## src/rtl/rtype_sequencer_pkg.sv

```systemverilog
// rtype_sequencer_pkg: state encoding, funct/opcode codes and ALU selects shared by the sequencer.
package rtype_sequencer_pkg;
  typedef enum logic [2:0] {
    S_IDLE   = 3'd0,
    S_FETCH  = 3'd1,
    S_DECODE = 3'd2,
    S_EXEC   = 3'd3,
    S_WB     = 3'd4
  } state_t;
  localparam logic [5:0] OPCODE_RTYPE = 6'b000000;
  localparam logic [5:0] F_ADD = 6'b100000;
  localparam logic [5:0] F_SUB = 6'b100010;
  localparam logic [5:0] F_AND = 6'b100100;
  localparam logic [5:0] F_OR  = 6'b100101;
  localparam logic [5:0] F_NOR = 6'b100111;
  localparam logic [5:0] F_SLL = 6'b000000;
  localparam logic [5:0] F_SRL = 6'b000010;
  localparam logic [2:0] ALU_AND = 3'b000;
  localparam logic [2:0] ALU_OR  = 3'b001;
  localparam logic [2:0] ALU_ADD = 3'b010;
  localparam logic [2:0] ALU_SUB = 3'b100;
  localparam logic [2:0] ALU_SRL = 3'b101;
  localparam logic [2:0] ALU_SLL = 3'b110;
  localparam logic [2:0] ALU_NOR = 3'b111;
endpackage

```

## src/rtl/rtype_sequencer_funct_decoder.sv

```systemverilog
// funct_decoder: combinational opcode/funct -> ALU select and legality for R-type instructions.
module funct_decoder
  import rtype_sequencer_pkg::*;
(
  input  logic [5:0] opcode,
  input  logic [5:0] funct,
  output logic [2:0] alu_sel,
  output logic       legal
);
  logic [2:0] sel;
  logic       known;
  always_comb begin
    sel = funct == F_ADD ? ALU_ADD :
          funct == F_SUB ? ALU_SUB :
          funct == F_OR  ? ALU_OR  :
          funct == F_NOR ? ALU_NOR :
          funct == F_SLL ? ALU_SLL :
          funct == F_SRL ? ALU_SRL : ALU_AND;
    known = funct inside {F_ADD, F_SUB, F_AND, F_OR, F_NOR, F_SLL, F_SRL};
    legal = opcode == OPCODE_RTYPE && known;
    alu_sel = legal ? sel : ALU_AND;
  end
endmodule

```

## src/rtl/rtype_sequencer.sv

```systemverilog
// rtype_sequencer: multi-cycle fetch/decode/exec/writeback control for the R-type MIPS datapath.
module rtype_sequencer
  import rtype_sequencer_pkg::*;
#(
  parameter int              PC_W     = 32,
  parameter logic [PC_W-1:0] RESET_PC = '0,
  parameter int              CNT_W    = 16,
  parameter int              TIMEOUT  = 15
) (
  input  logic             clk,
  input  logic             reset,
  input  logic             start,
  input  logic             stop,
  output logic             imem_req,
  output logic [PC_W-1:0]  imem_addr,
  input  logic             imem_ack,
  input  logic [31:0]      imem_rdata,
  output logic [4:0]       rs,
  output logic [4:0]       rt,
  output logic [4:0]       rd,
  output logic [4:0]       shamt,
  output logic [2:0]       alu_sel,
  output logic             rf_we,
  output logic             illegal,
  output logic             bus_err,
  output logic             busy,
  output logic [CNT_W-1:0] retired
);
  state_t          state;
  logic [PC_W-1:0] pc;
  logic [31:0]     ir;
  logic [7:0]      fcnt;
  logic            skip;
  logic [2:0]      dec_sel;
  logic            dec_legal;
  funct_decoder u_dec (
    .opcode (ir[31:26]),
    .funct  (ir[5:0]),
    .alu_sel(dec_sel),
    .legal  (dec_legal)
  );
  assign rs        = ir[25:21];
  assign rt        = ir[20:16];
  assign rd        = ir[15:11];
  assign shamt     = ir[10:6];
  assign imem_addr = pc;
  assign imem_req  = state == S_FETCH;
  assign busy      = state != S_IDLE;
  // skipped instructions and writes to $zero never reach the register file
  assign rf_we     = state == S_WB && !skip && rd != 5'd0;
  always_ff @(posedge clk or posedge reset) begin
    if (reset) begin
      state   <= S_IDLE;
      pc      <= RESET_PC;
      ir      <= '0;
      alu_sel <= ALU_AND;
      illegal <= 1'b0;
      bus_err <= 1'b0;
      retired <= '0;
      fcnt    <= '0;
      skip    <= 1'b0;
    end else begin
      case (state)
        S_IDLE: if (start) begin
          state   <= S_FETCH;
          fcnt    <= '0;
          illegal <= 1'b0;
          bus_err <= 1'b0;
        end
        // ack takes priority over the timeout on the same edge
        S_FETCH: if (imem_ack) begin
          ir    <= imem_rdata;
          state <= S_DECODE;
        end else if (fcnt == 8'(TIMEOUT)) begin
          bus_err <= 1'b1;
          state   <= S_IDLE;
        end else fcnt <= fcnt + 8'd1;
        S_DECODE: begin
          alu_sel <= dec_sel;
          skip    <= !dec_legal;
          illegal <= illegal | !dec_legal;
          state   <= S_EXEC;
        end
        S_EXEC: state <= S_WB;
        S_WB: begin
          pc      <= pc + PC_W'(4);
          retired <= skip ? retired : retired + CNT_W'(1);
          fcnt    <= '0;
          state   <= stop ? S_IDLE : S_FETCH;
        end
        default: state <= S_IDLE;
      endcase
    end
  end
endmodule
```

## config.mk

```make
export PLATFORM = sky130hd
export DESIGN_NAME = rtype_sequencer
export DESIGN_NICKNAME = d
export VERILOG_FILES = /design/src/rtl/rtype_sequencer_pkg.sv /design/src/rtl/rtype_sequencer_funct_decoder.sv /design/src/rtl/rtype_sequencer.sv
export SDC_FILE = /design/constraint.sdc
export NUM_CORES = 1
export LEC_CHECK = 0
export CORE_MARGIN = 2
export CORE_UTILIZATION = 42
export DETAILED_ROUTE_END_ITERATION = 10
export PLACE_DENSITY = 0.7
export SLEW_MARGIN = 10
export SYNTH_ARGS = -nofsm -noshare
export SYNTH_HDL_FRONTEND = slang
export SYNTH_SLANG_ARGS = --single-unit
```

## constraint.sdc

```tcl
create_clock -name clk -period 4.45 [get_ports clk]
set_input_delay 0.6675 -clock clk [delete_from_list [all_inputs] [get_ports clk]]
set_output_delay 0.6675 -clock clk [all_outputs]
set_load 0.02 [all_outputs]
```

==> results.yml, run 1 <==
global_routing:
  grt-ovfl-total: 0
  grt_usage_pct: 15.99
  antenna_found_initial: 0
  grt_first_pass_wirelength_um: 14610
  grt_pass1_vias: 3140
  grt_max_degree: 79
synthesis:
  yosys.area.top_type: "dfrtp_1"
  syn_area_per_cell_um2: 11.53
  yosysUniqueCellTypes: 42
  seq_area_frac_synth_pct: 54.24
  yosysTopAreaCellShare_pct: 54.24
  syn_inst: 380
  ys_seq_elements: 95
  yosys_warnings: 0
  netlist_area_mm2: 0.004383
  synth_area_leaders: "dfrtp_1, mux2_2, xnor2_1, buf_4, xor2_1"
clock_tree:
  cts_setup_buffers: 0
  htree_num_levels: 3
  cts_buffers: 9
  cts-root-buf: "clkbuf_8"
  cts_buffer_depth: 2
  tritoncts: "yes"
  path_clk_slew_ps: 90
  worstSkewPairLatency_ps: 350
  cts_resized: 0
  clkSinkCount: 95
  ctsHoldBuffers: 0
worst_setup_path:
  cp-end-kind: "output pin"
  cp_data_arrival_time_ps: 2440
  rrSetupSlack_ps: 2290
  cp_max_fo: 13
  critical_path_class: "reg -> out"
  crit_required_ps: 3780
  cp-start-kind: "register"
floorplanning:
  coreArea_mm2: 0.01023
  placementRows: 37
  dieArea_mm2: 0.01127
  die_w_um: 106.2
  ios: 113
  die_y_um: 106.2
  initial_core_util_pct: 42.84
detailed_routing:
  finalWirelength_um: 8695
  drc: 0
  wl_per_cell_um: 14.25
  via_per_inst: 5.100
  drt_iter0_markers: 112
  dr_total_vias: 3111
  drt_pass1_iterations: 4
  ant_nets: 0
run:
  maxCapViolCount: 0
sta:
  fin_setup_tns_ps: 0
  skew_ps: 14.74
  drv_slew: 0
  period_needed_ps: 3104
  rsz0062_at_grt: "no"
  setup_viol: 0
  fin_crit_sh_pct: 69.74
  max_freq_mhz: 322.2
  finalHoldViolations: 0
  slew-limit-headroom_pct: 36.71
  tightest_slew_ps: 949.3
finish:
  nets: 509
  fin_util_pct: 55.04
  antenna_cells: 0
  drive_above_1_share_pct: 12.24
  syn_to_final_growth_pct: 28.49
pwr:
  power_w: 0.002755
  leakage_nw: 2.389
  powerDensity_mw_per_mm2: 489.3
  peakVddDrop_mv: 0.3126
place:
  portBuffers: 110
  gp_congestion: 0.8222
  place_hpwl_um: 6356
min_path:
  hold_path_class: "reg -> reg"
status:
  status: "completed"
==> critical path, stage by stage, from the launching register on <==
cell             delay (ps)
dfrtp_1                 520
or4b_1                  740
a21oi_1                 190
clkdlybuf4s50_1         640
==> layer usage <==
layer	GRT usage [%]	routed length [um]
met1	20.89	3943
met2	25.96	4122
met3	4.598	564
met4	4.605	65
met5	0	0
==> synth_stat cells, drive strengths merged <==
cell type	count
ha	3
nor3b	1
xnor2	29
nor3	16
mux2	33
nor2	14
clkbuf	6
buf	29
nand4	17
and3	10
a21o	2
nor2b	1
and3b	1
xor2	15
conb	1
and4	6
nor4	4
nand3	18
o31ai	11
or3	4
or4b	2
nand2b	2
or3b	4
o21bai	2
a21oi	8
a31oi	2
o21ai	9
or2	1
or4	1
inv	6
dfrtp	95
o22ai	1
nand2	24
o311ai	1
and2	1
==> cell type report <==
cell class	count	area, um^2
multi-input combinational	245	1759
tap	136	170.2
timing repair buffer	112	1116
sequential	95	2377
clock buffer	11	141.4
inverter	6	25.02
fill	895	4599
clock inverter	5	42.54
==> registers in the layout, summed over array words and instances (netlist names) <==
signal     cells
fcnt           8
illegal        1
retired       16
alu_sel        3
skip           1
state          3
imem_addr     30
bus_err        1
ir            32
==> stage by stage <==
step / cells / instance area (um^2) / hold slack [ps] / setup WS, ps
2_1_floorplan: 381 / 4387 / 464.4 / 1305
3_3_place_gp: 594 / 5448 / 461.6 / 1751
3_5_place_dp: 594 / 5448 / 465.4 / 1725
4_1_cts: 610 / 5632 / 476.7 / 1322
5_1_grt: 610 / 5632 / 509.1 / 1223
6_report: 610 / 5632 / 472.8 / 1346
==> where the power goes <==
group,switching (W),internal [W]
Combinational,0.000460,0.000514
Clock,0.000304,0.000224
Sequential,0.000183,0.00107
==> cell families after synthesis <==
| family | synth area share [%] |
|---|---|
| AO/OA/AOI/OAI | 5.138 |
| flip-flops | 54.24 |
| multiplexers | 8.479 |
| other | 0.08556 |
| AND/OR/NAND/NOR | 16.70 |
| buffers and inverters | 5.709 |
| adder cells (fa/ha/maj) | 0.8565 |
| XOR/XNOR | 8.792 |
==> cells in the final DEF (no fill, tap or decap), types with 2 or more instances in the layout <==
master             n
a21o_1             2
a21oi_1            8
a31oi_1            2
and3_1            10
and4_1             6
buf_4              2
clkbuf_8          10
clkdlybuf4s50_1  110
clkinv_4           3
conb_1             2
dfrtp_1           95
ha_1               3
inv_1              5
mux2_2            33
nand2_1           24
nand2b_1           2
nand3_1           18
nand4_1           17
nor2_1            13
nor3_1            14
nor3_2             2
nor4_1             3
o21ai_0            9
o21bai_1           2
o31ai_1           11
or3_1              4
or3b_1             3
or4b_1             2
xnor2_1           29
xor2_1            15
==> worst paths after layout <==
check | startpoint | end | cells after the start
worst min-delay path | imem_addr[31] | imem_addr[31] | 1
worst min register to register | imem_addr[31] | imem_addr[31] | 1
worst max-delay path | state[1] | rf_we | 3
worst max register to register | state[1] | imem_addr[25] | 4
max in group asynchronous | reset | ir[30] | 3
min in group asynchronous | reset | imem_addr[30] | 2
Power figures use the tool's default switching activity.
==> inputs of run 2 (changes only) <==
Settings changed: PLACE_DENSITY 0.7 to 0.73.
Clock period 4.45 ns to 2.7 ns, I/O delays scaled along.
==> results.yml, run 2 (same netlist as run 1, synthesis figures left out) <==
finish:
  nets: 513
  mostFrequentLayoutCell: "clkdlybuf4s50_1"
  antenna_cells: 0
  largest-register: "ir"
  layout_common_cells: "clkdlybuf4s50_1, dfrtp_1, mux2_2, xnor2_1, nand2_1"
  drive_above_1_share_pct: 12.97
  largest_reg_flops: 32
  syn_to_final_growth_pct: 29.40
pwr:
  power_switching_w: 0.001569
  intPower_w: 0.003009
  power_frac_seq_pct: 44.3
  switching_share_pct: 34.28
  leakage_nw: 2.400
  peakVddDrop_mv: 0.4541
  p_comb_share_pct: 37.1
  clkPwrFrac_pct: 18.6
  powerDensity_mw_per_mm2: 807.1
sta:
  fin_hold_ws_ps: 476.0
  period_needed_ps: 2548
  setup_viol: 0
  finalHoldViolations: 0
  fin_setup_tns_ps: 0
  slew-limit-headroom_pct: 59.81
  drv_slew: 0
  rsz0062_at_grt: "no"
  max_freq_mhz: 392.5
  fin_crit_sh_pct: 94.36
  tightest_slew_ps: 598.3
  skew_ps: 16.22
worst_setup_path:
  rrSetupSlack_ps: 560
  endpoint: "rf_we"
  rr_endpoint: "imem_addr[29]"
  cp-end-kind: "output pin"
  critical_path_class: "reg -> out"
  crit_required_ps: 2300
  cp-start-kind: "register"
  cp_max_fo: 6
  startpoint: "skip"
  cp_data_arrival_time_ps: 2140
  rr_startpoint: "state[1]"
  reg2reg_depth: 5
global_routing:
  grt_first_pass_wirelength_um: 14560
  grt_pass1_vias: 3032
  antenna_found_initial: 0
  grt-ovfl-total: 0
  grt_max_degree: 96
  grt_usage_pct: 15.92
floorplanning:
  die_w_um: 106.2
  die_y_um: 106.2
  coreArea_mm2: 0.01023
  initial_core_util_pct: 42.84
  placementRows: 37
  ios: 113
  dieArea_mm2: 0.01127
clock_tree:
  worstSkewPairLatency_ps: 350
  tritoncts: "yes"
  cts_buffer_depth: 2
  clkSinkCount: 95
  cts_buffers: 9
  htree_num_levels: 3
  path_clk_slew_ps: 80
  ctsHoldBuffers: 0
  cts-root-buf: "clkbuf_8"
detailed_routing:
  finalWirelength_um: 8892
  wl_per_cell_um: 14.48
  drc: 0
  dr_total_vias: 3187
  drt_pass1_iterations: 4
  via_per_inst: 5.191
  drt_iter0_markers: 129
  ant_nets: 0
run:
  maxCapViolCount: 0
status:
  status: "completed"
place:
  portBuffers: 110
  place_hpwl_um: 6457
  gp_congestion: 0.8459
min_path:
  hold_path_class: "reg -> reg"
## run 2: worst min path at each step
stage	cells past startpoint	startpoint	slack, ps	end
floorplan	1	skip	460	skip
global placement	1	imem_addr[31]	460	imem_addr[31]
detailed placement	1	imem_addr[31]	470	imem_addr[31]
CTS	1	imem_addr[31]	480	imem_addr[31]
global route	1	imem_addr[31]	500	imem_addr[31]
finish	1	imem_addr[31]	480	imem_addr[31]
## run 2: what timing repair did
| item | 4_1_cts | 5_1_grt |
|---|---|---|
| buffers inserted | 0 | 0 |
| resized for setup | 1 | 0 |
| setup endpoints to repair | 1 | 0 |
| endpoints found under the hold margin | 0 | 0 |
## run 2: layout make-up
type / instances / area (um^2)
fillers: 873 / 4559
clock buffers: 12 / 145.1
inverters: 6 / 26.28
multi-input cells: 245 / 1763
well taps: 136 / 170.2
flip-flops and latches: 95 / 2377
clock inverters: 4 / 31.28
repair buffers: 116 / 1159
## run 2: power groups by stage
stage	logic, W	clock network [W]	registers [W]
finish	0.00170	0.000853	0.00203
global route	0.00182	0.000942	0.00208
CTS	0.00172	0.000880	0.00203
detailed placement	0.00171	0	0.00205
global placement	0.00168	0	0.00203
floorplan	0.00120	0	0.00205
## run 2: metrics by stage
| step | total power (W) | cells | cell area (um^2) | utilization (%) | worst slack, ps |
|---|---|---|---|---|---|
| after global routing | 0.004842 | 614 | 5672 | 55.44 | 56.18 |
| after global placement | 0.003702 | 598 | 5492 | 53.67 | 403.5 |
| after CTS | 0.004629 | 614 | 5672 | 55.44 | 119.5 |
| after detailed placement | 0.003760 | 598 | 5492 | 53.67 | 378.9 |
| final | 0.004578 | 614 | 5672 | 55.44 | 152.2 |
| after floorplan | 0.003253 | 381 | 4390 | - | 848.3 |
## run 2: routing by layer
layer	share of wire [%]	vias to the layer above	track usage [%]
met2	46	95	24.68
met4	1.3	0	5.075
met3	7.2	11	4.598
met1	45	1573	21.60
li1	-	1508	-
met5	0	-	0
## run 2: worst max-delay path: stages, from the launching register on
cell and delay [ps]:
dfrtp_1 410, or4b_4 620, a21oi_1 150, clkdlybuf4s50_1 630
